$ cat config.mk
export PLATFORM = sky130hd
export DESIGN_NAME = lfsr_arbiter
export DESIGN_NICKNAME = d
export VERILOG_FILES = /design/src/rtl/lfsr_arbiter.sv
export SDC_FILE = /design/constraint.sdc
export NUM_CORES = 1
export LEC_CHECK = 0
export BUFFER_PORTS_ARGS = -buffer_cell sky130_fd_sc_hd__buf_2
export CAP_MARGIN = 15
export CELL_PAD_IN_SITES_DETAIL_PLACEMENT = 1
export CELL_PAD_IN_SITES_GLOBAL_PLACEMENT = 2
export CORE_MARGIN = 3
export CORE_UTILIZATION = 31
export CTS_CLUSTER_SIZE = 12
export DETAILED_ROUTE_END_ITERATION = 16
export PLACE_DENSITY = 0.87
export SYNTH_ARGS = -nofsm -noshare
export SYNTH_HDL_FRONTEND = slang
export SYNTH_SLANG_ARGS = --single-unit
$ cat constraint.sdc
create_clock -name clk -period 2.4 [get_ports clk]
set_clock_uncertainty 0.05 [all_clocks]
set_input_delay 0.36 -clock clk [delete_from_list [all_inputs] [get_ports clk]]
set_output_delay 0.36 -clock clk [all_outputs]
set_load 0.005 [all_outputs]
$ cat src/rtl/lfsr_arbiter.sv
// lfsr_arbiter: round-robin share of one external LFSR between two burst requesters
module lfsr_arbiter #(
  parameter int WIDTH = 4,
  parameter int CNT_W = 8
) (
  input  logic             clk,
  input  logic             rst,
  input  logic [1:0]       req,
  input  logic [WIDTH-1:0] seed0,
  input  logic [WIDTH-1:0] seed1,
  input  logic [CNT_W-1:0] len0,
  input  logic [CNT_W-1:0] len1,
  output logic [1:0]       gnt,
  output logic             busy,
  output logic             out_valid,
  output logic [WIDTH-1:0] out_data,
  output logic             out_id,
  output logic [1:0]       done,
  output logic             err,
  output logic [WIDTH-1:0] lfsr_seed,
  output logic             lfsr_sel,
  input  logic [WIDTH-1:0] lfsr_state
);
  typedef enum logic [1:0] {IDLE, LOAD, RUN, FIN} state_t;
  state_t           state_q, state_d;
  logic [1:0]       gnt_q, gnt_d;
  logic [WIDTH-1:0] seed_q, seed_d;
  logic [CNT_W-1:0] len_q, len_d, cnt_q, cnt_d;
  logic             id_q, id_d, ptr_q, ptr_d, err_q, err_d;
  logic             win, lock, abort, reject;
  logic [WIDTH-1:0] win_seed;
  logic [CNT_W-1:0] win_len;
  assign win      = req[ptr_q] ? ptr_q : ~ptr_q;
  assign win_seed = win ? seed1 : seed0;
  assign win_len  = win ? len1 : len0;
  assign reject   = (win_seed == '0) || (win_len == '0);
  assign lock     = lfsr_state == '0;
  assign abort    = (state_q == LOAD || state_q == RUN) && !req[id_q];
  always_comb begin
    state_d = state_q;
    gnt_d   = gnt_q;
    seed_d  = seed_q;
    len_d   = len_q;
    cnt_d   = cnt_q;
    id_d    = id_q;
    ptr_d   = ptr_q;
    err_d   = err_q;
    if (abort) begin
      state_d = IDLE;
      gnt_d   = 2'b00;
      ptr_d   = ~id_q;
    end else begin
      unique case (state_q)
        IDLE: if (req != 2'b00) begin
          seed_d  = win_seed;
          len_d   = win_len;
          id_d    = win;
          gnt_d   = win ? 2'b10 : 2'b01;
          err_d   = reject;
          state_d = reject ? FIN : LOAD;
        end
        LOAD: begin
          state_d = RUN;
          cnt_d   = len_q;
        end
        RUN: begin
          // an all-zero LFSR state can never leave lock-up, so the burst ends in error
          state_d = (lock || cnt_q == CNT_W'(1)) ? FIN : RUN;
          err_d   = lock;
          cnt_d   = cnt_q - CNT_W'(1);
        end
        FIN: begin
          state_d = IDLE;
          gnt_d   = 2'b00;
          ptr_d   = ~id_q;
        end
      endcase
    end
  end
  always_ff @(posedge clk) begin
    if (!rst) begin
      state_q <= IDLE;
      gnt_q   <= '0;
      seed_q  <= '0;
      len_q   <= '0;
      cnt_q   <= '0;
      id_q    <= 1'b0;
      ptr_q   <= 1'b0;
      err_q   <= 1'b0;
    end else begin
      state_q <= state_d;
      gnt_q   <= gnt_d;
      seed_q  <= seed_d;
      len_q   <= len_d;
      cnt_q   <= cnt_d;
      id_q    <= id_d;
      ptr_q   <= ptr_d;
      err_q   <= err_d;
    end
  end
  assign gnt       = gnt_q;
  assign busy      = state_q != IDLE;
  assign lfsr_sel  = state_q == RUN;
  assign lfsr_seed = seed_q;
  assign out_valid = lfsr_sel && !lock;
  assign out_data  = out_valid ? lfsr_state : '0;
  assign out_id    = id_q;
  assign done      = state_q == FIN ? (id_q ? 2'b10 : 2'b01) : 2'b00;
  assign err       = state_q == FIN && err_q;
endmodule
After elaboration in Yosys (flattened, before gate mapping):

Index checks and enable logic that the tools add are counted.

* register bits after elaboration: 27
* word-level logic and storage cells: 65

* add/subtract/negate cells: 1
* order comparisons: 2
* eq/ne operators: 5
* mux-type cells: 22
* bitwise logic cells: 4
* reduce and logical (&&, ||, !) cells: 23

Operator list (number)
* $pmux 8 s2: 1
* $mux 2: 6
* $reduce_bool 2->1: 6
* $mux 1: 9
* $eq 8x1->1 const B: 1
* $logic_not 4->1: 2
* $logic_not 8->1: 1
* $mux 4: 2
* $mux 8: 1
* $pmux 2 s4: 1
* $sub 8x1->8 const B: 1
* $reduce_and 3->1: 2
* $eq 2x2->1 const B: 2
* $lt 1x2->1 const B: 2
* $not 1->1: 4
* $pmux 2 s2: 1
* $reduce_and 2->1: 2
* $logic_and 1x1->1: 3
* $logic_or 1x1->1: 3
* $eq 2x1->1 const B: 1
* $logic_not 1->1: 2
* $logic_not 2->1: 1
* $ne 2x2->1 const B: 1
* $pmux 1 s2: 1
* $reduce_or 2->1: 1

Longest topological paths before layout:

Gate-level depths: netlist of run 1.

* depth after elaboration: 9
* mapped depth: 7

Worst setup path before layout of run 1:

Ideal clock, no wire load.

* kind: reg-to-output
* start: register state_q[0]
* end: output port out_valid
* arrival time: 1.309 ns
* required time: 1.990 ns
* setup slack: 0.681 ns
* stages on the path, launching flop included: 6
* cell sequence: dfxtp_1 > inv_1 > ha_1 > clkbuf_1 > clkbuf_1 > nor2b_1

* word-level cells in the longest chain between the ends: 2

Ends and longest elaborated chain
* from (decl): RTL line 25 `state_t state_q, state_d;`
* from (signal assigned): RTL line 91 `state_q <= state_d;`
* $eq 2x2->1: RTL line 103 `assign lfsr_sel = state_q == RUN;`
* via lfsr_sel: RTL line 21 `output logic lfsr_sel,`
* $logic_and 1x1->1: RTL line 105 `assign out_valid = lfsr_sel && !lock;`
* to (decl): RTL line 15 `output logic out_valid,`

The timed path passes the listed nets, and every way through them passes these cells.

Final worst setup path of run 1:

* start: register state_q[0]
* end: output port out_data[1]

* word-level cells in the longest chain between the ends: 3

Ends and longest elaborated chain
* $eq 2x2->1: RTL line 103
* $logic_and 1x1->1: RTL line 105
* $mux 4: RTL line 106 `assign out_data = out_valid ? lfsr_state : '0;`
* to (decl): RTL line 16 `output logic [WIDTH-1:0] out_data,`

No other way between the ends.

==> results.toml, run 1 <==
[finish]
finalNetCount = 285
drive_gt1_share_pct = 24.8
area.growth.synth_to_final_pct = 19.6
n_antenna_cell = 0
final.fill_count = 625

[logic_synthesis]
synthMostInstantiatedCell = "sky130_fd_sc_hd__dfxtp_1"
synth.area.top_cells = "sky130_fd_sc_hd__dfxtp_1 (33%), sky130_fd_sc_hd__mux2i_1 (7.9%), sky130_fd_sc_hd__a211oi_1 (5.9%)"
synth_compound_gate_area_share_pct = 19.8
syn_area_per_cell_um2 = 8.07
syn-num-nets = 242
post-synth-top-area-cell = "sky130_fd_sc_hd__dfxtp_1"
syn-instance-count = 204
muxShareOfSynthArea_pct = 9.51
synthesis.yosys.warnings = 0
syn-cell-area_mm2 = 0.00165
synth_xor_area_share_pct = 0
number_of_distinct_standard_cells_referenced_by_the_synthesized_netlist = 42
yosys-top-cells-count = "sky130_fd_sc_hd__dfxtp_1 (27), sky130_fd_sc_hd__nor2_1 (21), sky130_fd_sc_hd__nand2_1 (18)"
synth-seq-cells = 27
synth.yosys.seq_area_share_pct = 32.9
largest_family_of_logic_cells_by_synthesized_area = "simple AND/OR/NAND/NOR gates"
post_synth_fa_ha_maj_area_fraction_pct = 4.56
synthArstFlopShare_pct = 0
ys_flop_type = "sky130_fd_sc_hd__dfxtp_1"
synth_top_area_share_pct = 32.9
synth_enable_flop_cells = 0
synth_simple_gate_area_share_pct = 26.8

[clock_tree]
worst_skew_pair.late_latency_ns = 0.27
cts_root_buffer = "sky130_fd_sc_hd__clkbuf_8"
cts-root-to-sink-buffers = 2
cts_setup_buffers = 0
numCtsBuffers = 3
cts.clk_slew.worst_paths_ns = 0.09
tritoncts = "built"
h-tree-depth = 1
cts-hold-fix-buffers = 0
post_cts_resize_count = 0
cts.sinks = 27

[sta]
final_hold_viol_count = 0
slew_violations = 0
max_slew_margin_pct = 49.1
finalHoldWorstSlack_ns = 0.373
setup_tns_ns = 0
timing.final.crit_share_pct = 84.3
postLayoutSetupSlackWorst_ns = 0.378
worst-slew-pin-transition_ns = 0.763
rsz0062_at_grt = "false"
maxClockFrequency_mhz = 495
timing.final.crit_period_ns = 2.02
setup_viol = 0

[placed_design]
dp_worst_setup_slack_ns = 0.505
post-dp-hpwl_mm = 3.40
port-buffer-count = 48
finalWeightedCongestion = 0.791

[drt]
post-route-drc-count = 0
drt-pass1-iter-count = 5
vias = 1586
drtIter0Drc = 58
detail-route-antenna-nets = 0
average_wire_length_per_cell_after_detail_routing_um = 13.7
avgViaCountPerCell = 5.07
route.final.wire_length_mm = 4.30

[critical_path]
worst-r2r-cell-count = 6
arrival_ns = 1.61
critical_r2r_capture = "cnt_q[4]"
worst-setup-path-type = "flop to output pin"
worstSetupEndpointType = "output pin"
setup.worst_path.start = "state_q[0]"
timing.reg2reg.setup_slack_ns = 0.61
worst_ep_required_time_ns = 1.99
critPathMaxFanout = 20
critical_path.startpoint_type = "flop"
cp-endpoint = "out_data[1]"
critical_path.reg2reg.startpoint = "state_q[0]"

[power_and_ir_drop]
power.leakage_nw = 0.861
power_density_mw_per_mm2 = 1050
totalPowerFinal_mw = 2.06
power.ir.vdd_worst_mv = 0.354

[floorplanning]
placementRows = 25
die_area_mm2 = 0.00622
fp.dieW_um = 78.9
top_level_ports = 49
die_height_um = 78.9
starting_density_of_the_core_pct = 33.5
fp.coreArea_mm2 = 0.00491

[grt]
grt_pass1_wl_mm = 7.31
grtUsageTotal_pct = 14.3
first_global_vias = 1548
globalRouteOverflowTotal = 0
grt_max_degree = 26
initial_antenna_violation_count = 0

[run_status]
run_status = "finished clean"

[job]
max-cap-violations = 0

[worst_hold_path]
hp-class = "input port to flop"
[cell families after synthesis]
group	after synthesis
compound gates	48
fa+ha+maj	6
buf+inv	23
flops	27
mux	15
simple gates	85
[metal layers]
metal	up-vias	wire, um	share of wire, %	track usage [%]
met2	45	1950	45	24.1
met5	-	0	0	0
li1	813	-	-	-
met3	2	234	5.4	2.04
met4	0	33	0.77	3.61
met1	726	2080	48	19.2
[state kept, by name, indices dropped and copies added (netlist names)]
name,cells
cnt_q,8
len_q,8
lfsr_seed,4
ptr_q,1
err_q,1
state_q,2
out_id,1
gnt,2
[worst min path at each step]
stage | from | to | slack, ns | depth (start not counted)
after floorplan | cnt_q[6] | cnt_q[6] | 0.40 | 2
after global placement | gnt[1] | gnt[1] | 0.39 | 2
final | rst | cnt_q[5] | 0.37 | 3
after CTS | rst | cnt_q[5] | 0.37 | 3
after detailed placement | gnt[1] | gnt[1] | 0.40 | 2
after global routing | seed1[1] | lfsr_seed[1] | 0.38 | 3
[area by class of cell]
| cell class | count | area (um^2) | area share, % |
|---|---|---|---|
| inverter | 10 | 37.5 | 1.91 |
| clock buffer | 4 | 45.0 | 2.29 |
| sequential | 27 | 541 | 27.5 |
| multi-input combinational | 154 | 998 | 50.7 |
| timing repair buffer | 51 | 263 | 13.4 |
| tap | 67 | 83.8 | 4.26 |
[worst max-delay path, stage by stage (launching register included)]
cell and delay (ns):
sky130_fd_sc_hd__dfxtp_1 0.32, sky130_fd_sc_hd__inv_1 0.11, sky130_fd_sc_hd__ha_1 0.58, sky130_fd_sc_hd__and2_1 0.21, sky130_fd_sc_hd__buf_2 0.11
[cells in the final DEF (no fill, tap or decap), drive strengths merged, types with 2 or more instances in the layout]
cell type  synthesis  layout
mux2               2       2
nor2b             12      12
o21ai              6       6
nor3b              2       2
clkbuf             7       4
ha                 6       6
nand2b             5       5
nand2             18      18
nand3b             2       2
a31o               2       2
o22ai              3       3
buf                6      51
o211ai             2       2
and2               5       5
nand3              2       2
a211oi            13      13
mux2i             13      13
nor3               4       4
a31oi              5       5
a21o               2       2
a21oi              9       9
inv                9       9
nor4               7       7
dfxtp             27      27
nor2              22      22
[stage by stage]
stage	instances	utilization, %	cell area, um^2
final	313	40.1	1970
after global routing	313	40.1	1970
after CTS	313	40.1	1970
after detailed placement	309	39.2	1920
after global placement	309	39.2	1920
after floorplan	204	-	1650
[power by group]
group	total, mW	internal (mW)	switching [mW]	leakage (nW)
Clock	0.264	0.119	0.145	0.0228
Sequential	0.688	0.596	0.0926	0.222
Combinational	1.11	0.487	0.621	0.616
(Power assumes the default switching activity.)
==> run 2, diff against run 1 <==
--- a/config.mk
+++ b/config.mk
@@ -10,10 +10,10 @@
 export CELL_PAD_IN_SITES_DETAIL_PLACEMENT = 1
 export CELL_PAD_IN_SITES_GLOBAL_PLACEMENT = 2
 export CORE_MARGIN = 3
-export CORE_UTILIZATION = 31
+export CORE_UTILIZATION = 26
 export CTS_CLUSTER_SIZE = 12
 export DETAILED_ROUTE_END_ITERATION = 16
-export PLACE_DENSITY = 0.87
+export PLACE_DENSITY = 0.78
 export SYNTH_ARGS = -nofsm -noshare
 export SYNTH_HDL_FRONTEND = slang
 export SYNTH_SLANG_ARGS = --single-unit
==> constraint.sdc (replaced) <==
create_clock -name clk -period 1.7 [get_ports clk]
set_clock_uncertainty 0.05 [all_clocks]
set_input_delay 0.255 -clock clk [delete_from_list [all_inputs] [get_ports clk]]
set_output_delay 0.255 -clock clk [all_outputs]
set_load 0.005 [all_outputs]
==> results.toml, run 2 (synthesized netlist as in run 1, its figures left out) <==
[finish]
n_antenna_cell = 0
layout_commonest_cell = "sky130_fd_sc_hd__buf_2"
area.growth.synth_to_final_pct = 29.8
fin_cells = 334
postLayoutCoreUtil_pct = 35.4
fin_area_mm2 = 0.00214
finalNetCount = 298
drive_gt1_share_pct = 30.5
most-common-layout-cells = "sky130_fd_sc_hd__buf_2 (48), sky130_fd_sc_hd__dfxtp_1 (25), sky130_fd_sc_hd__nor2_1 (21)"

[critical_path]
timing.critical_path.slowest_cell_delay_ns = 0.35
arrival_ns = 1.29
worstSetupEndpointType = "output pin"
worst-setup-path-type = "flop to output pin"
crit_buf_inv = 3
critPathMaxFanout = 15
worst_ep_required_time_ns = 1.39
critical_path.startpoint_type = "flop"
cpLargestDelayFamily = "buffers and inverters"
crit_path_cell_trace = "inv_2 > ha_4 > buf_12 > nor2b_1 > buf_2"
cpMaxStageDelayCell = "sky130_fd_sc_hd__dfxtp_2"

[sta]
setup_tns_ns = 0
worst-slew-pin-transition_ns = 0.580
timing.final.crit_period_ns = 1.60
final_hold_viol_count = 0
maxClockFrequency_mhz = 626
slew_violations = 0
setup_viol = 0
max_slew_margin_pct = 61.0
timing.final.crit_share_pct = 93.9

[power_and_ir_drop]
power.ir.vdd_worst_mv = 0.442
power.leakage_nw = 0.936
totalPowerFinal_mw = 3.21
power_density_mw_per_mm2 = 1500

[clock_tree]
cts.clk_slew.worst_paths_ns = 0.10
cts.sinks = 27
cts_root_buffer = "sky130_fd_sc_hd__clkbuf_8"
cts-root-to-sink-buffers = 2
numCtsBuffers = 3
h-tree-depth = 1
worst_skew_pair.late_latency_ns = 0.28
tritoncts = "built"

[floorplanning]
fp.dieW_um = 85.6
die_area_mm2 = 0.00732
die_height_um = 85.6
top_level_ports = 49
starting_density_of_the_core_pct = 27.3
fp.coreArea_mm2 = 0.00603
placementRows = 28

[drt]
vias = 1661
avgViaCountPerCell = 4.97
route.final.wire_length_mm = 4.66
average_wire_length_per_cell_after_detail_routing_um = 13.9
detail-route-antenna-nets = 0
drt-pass1-iter-count = 4
post-route-drc-count = 0
drtIter0Drc = 84

[grt]
globalRouteOverflowTotal = 0
grt_pass1_wl_mm = 7.83
initial_antenna_violation_count = 0
grt_max_degree = 30
grtUsageTotal_pct = 12.9
first_global_vias = 1673

[job]
max-cap-violations = 0

[placed_design]
post-dp-hpwl_mm = 3.62
port-buffer-count = 48
placement.cell_area_mm2 = 0.00205
placed_cells_incl_taps = 329
finalWeightedCongestion = 0.804

[worst_hold_path]
hp-class = "input port to flop"

[run_status]
run_status = "finished clean"
-- run 2: cell count changes in the layout (fill, tap and decap cells not counted), sizes merged --
cell | before | now
clkbuf | 4 | 5
buf | 51 | 63
-- run 2: timing repair --
| action | 4_1_cts | 5_1_grt |
|---|---|---|
| hold buffers | 0 | 0 |
| gates resized for setup | 2 | 4 |
| cloned | 0 | 1 |
| setup endpoints to repair | 5 | 16 |
| setup buffers | 0 | 0 |
-- run 2: through the flow --
| stage | setup slack, ns | hold WS (ns) |
|---|---|---|
| final | 0.103 | 0.277 |
| after global routing | -0.00778 | 0.283 |
| after CTS | 0.00275 | 0.277 |
| after detailed placement | 0.102 | 0.409 |
| after global placement | 0.141 | 0.397 |
| after floorplan | 0.0858 | 0.397 |
-- run 2: layout make-up --
type | count | area (um^2)
tap | 75 | 93.8
sequential | 27 | 543
timing repair buffer | 64 | 403
multi-input combinational | 154 | 1010
inverter | 10 | 37.5
fill | 764 | 3890
clock buffer | 4 | 45.0
-- run 2: power breakdown --
| part | internal [mW] | leakage [nW] | switching [mW] |
|---|---|---|---|
| logic | 0.905 | 0.690 | 0.955 |
| clock network | 0.168 | 0.0228 | 0.211 |
| registers | 0.845 | 0.223 | 0.129 |
-- run 2: worst register-to-register path: cells and delay by family (launching register included) --
kind            cells  cell delay, ns
compound gates      1            0.18
fa+ha+maj           1            0.38
buf+inv             3            0.29
flops               1            0.39
simple gates        2            0.21
-- run 2: path summary, 6_finish.rpt --
kind              startpoint         to  slack [ns]  cells after the start
hold / removal       len1[2]   len_q[2]        0.28                      3
setup reg to reg  state_q[1]   cnt_q[7]        0.12                      7
hold reg to reg       gnt[1]     gnt[1]        0.41                      2
setup / recovery  state_q[0]  out_valid        0.10                      5
-- run 2: per-layer routing --
metal / share of wire (%) / track usage (%) / vias to the layer above
met5: 0 / 0 / -
met4: 1.2 / 3.45 / 0
met3: 5.9 / 2.02 / 5
met2: 45 / 21.5 / 52
met1: 48 / 17.2 / 767
li1: - / - / 837
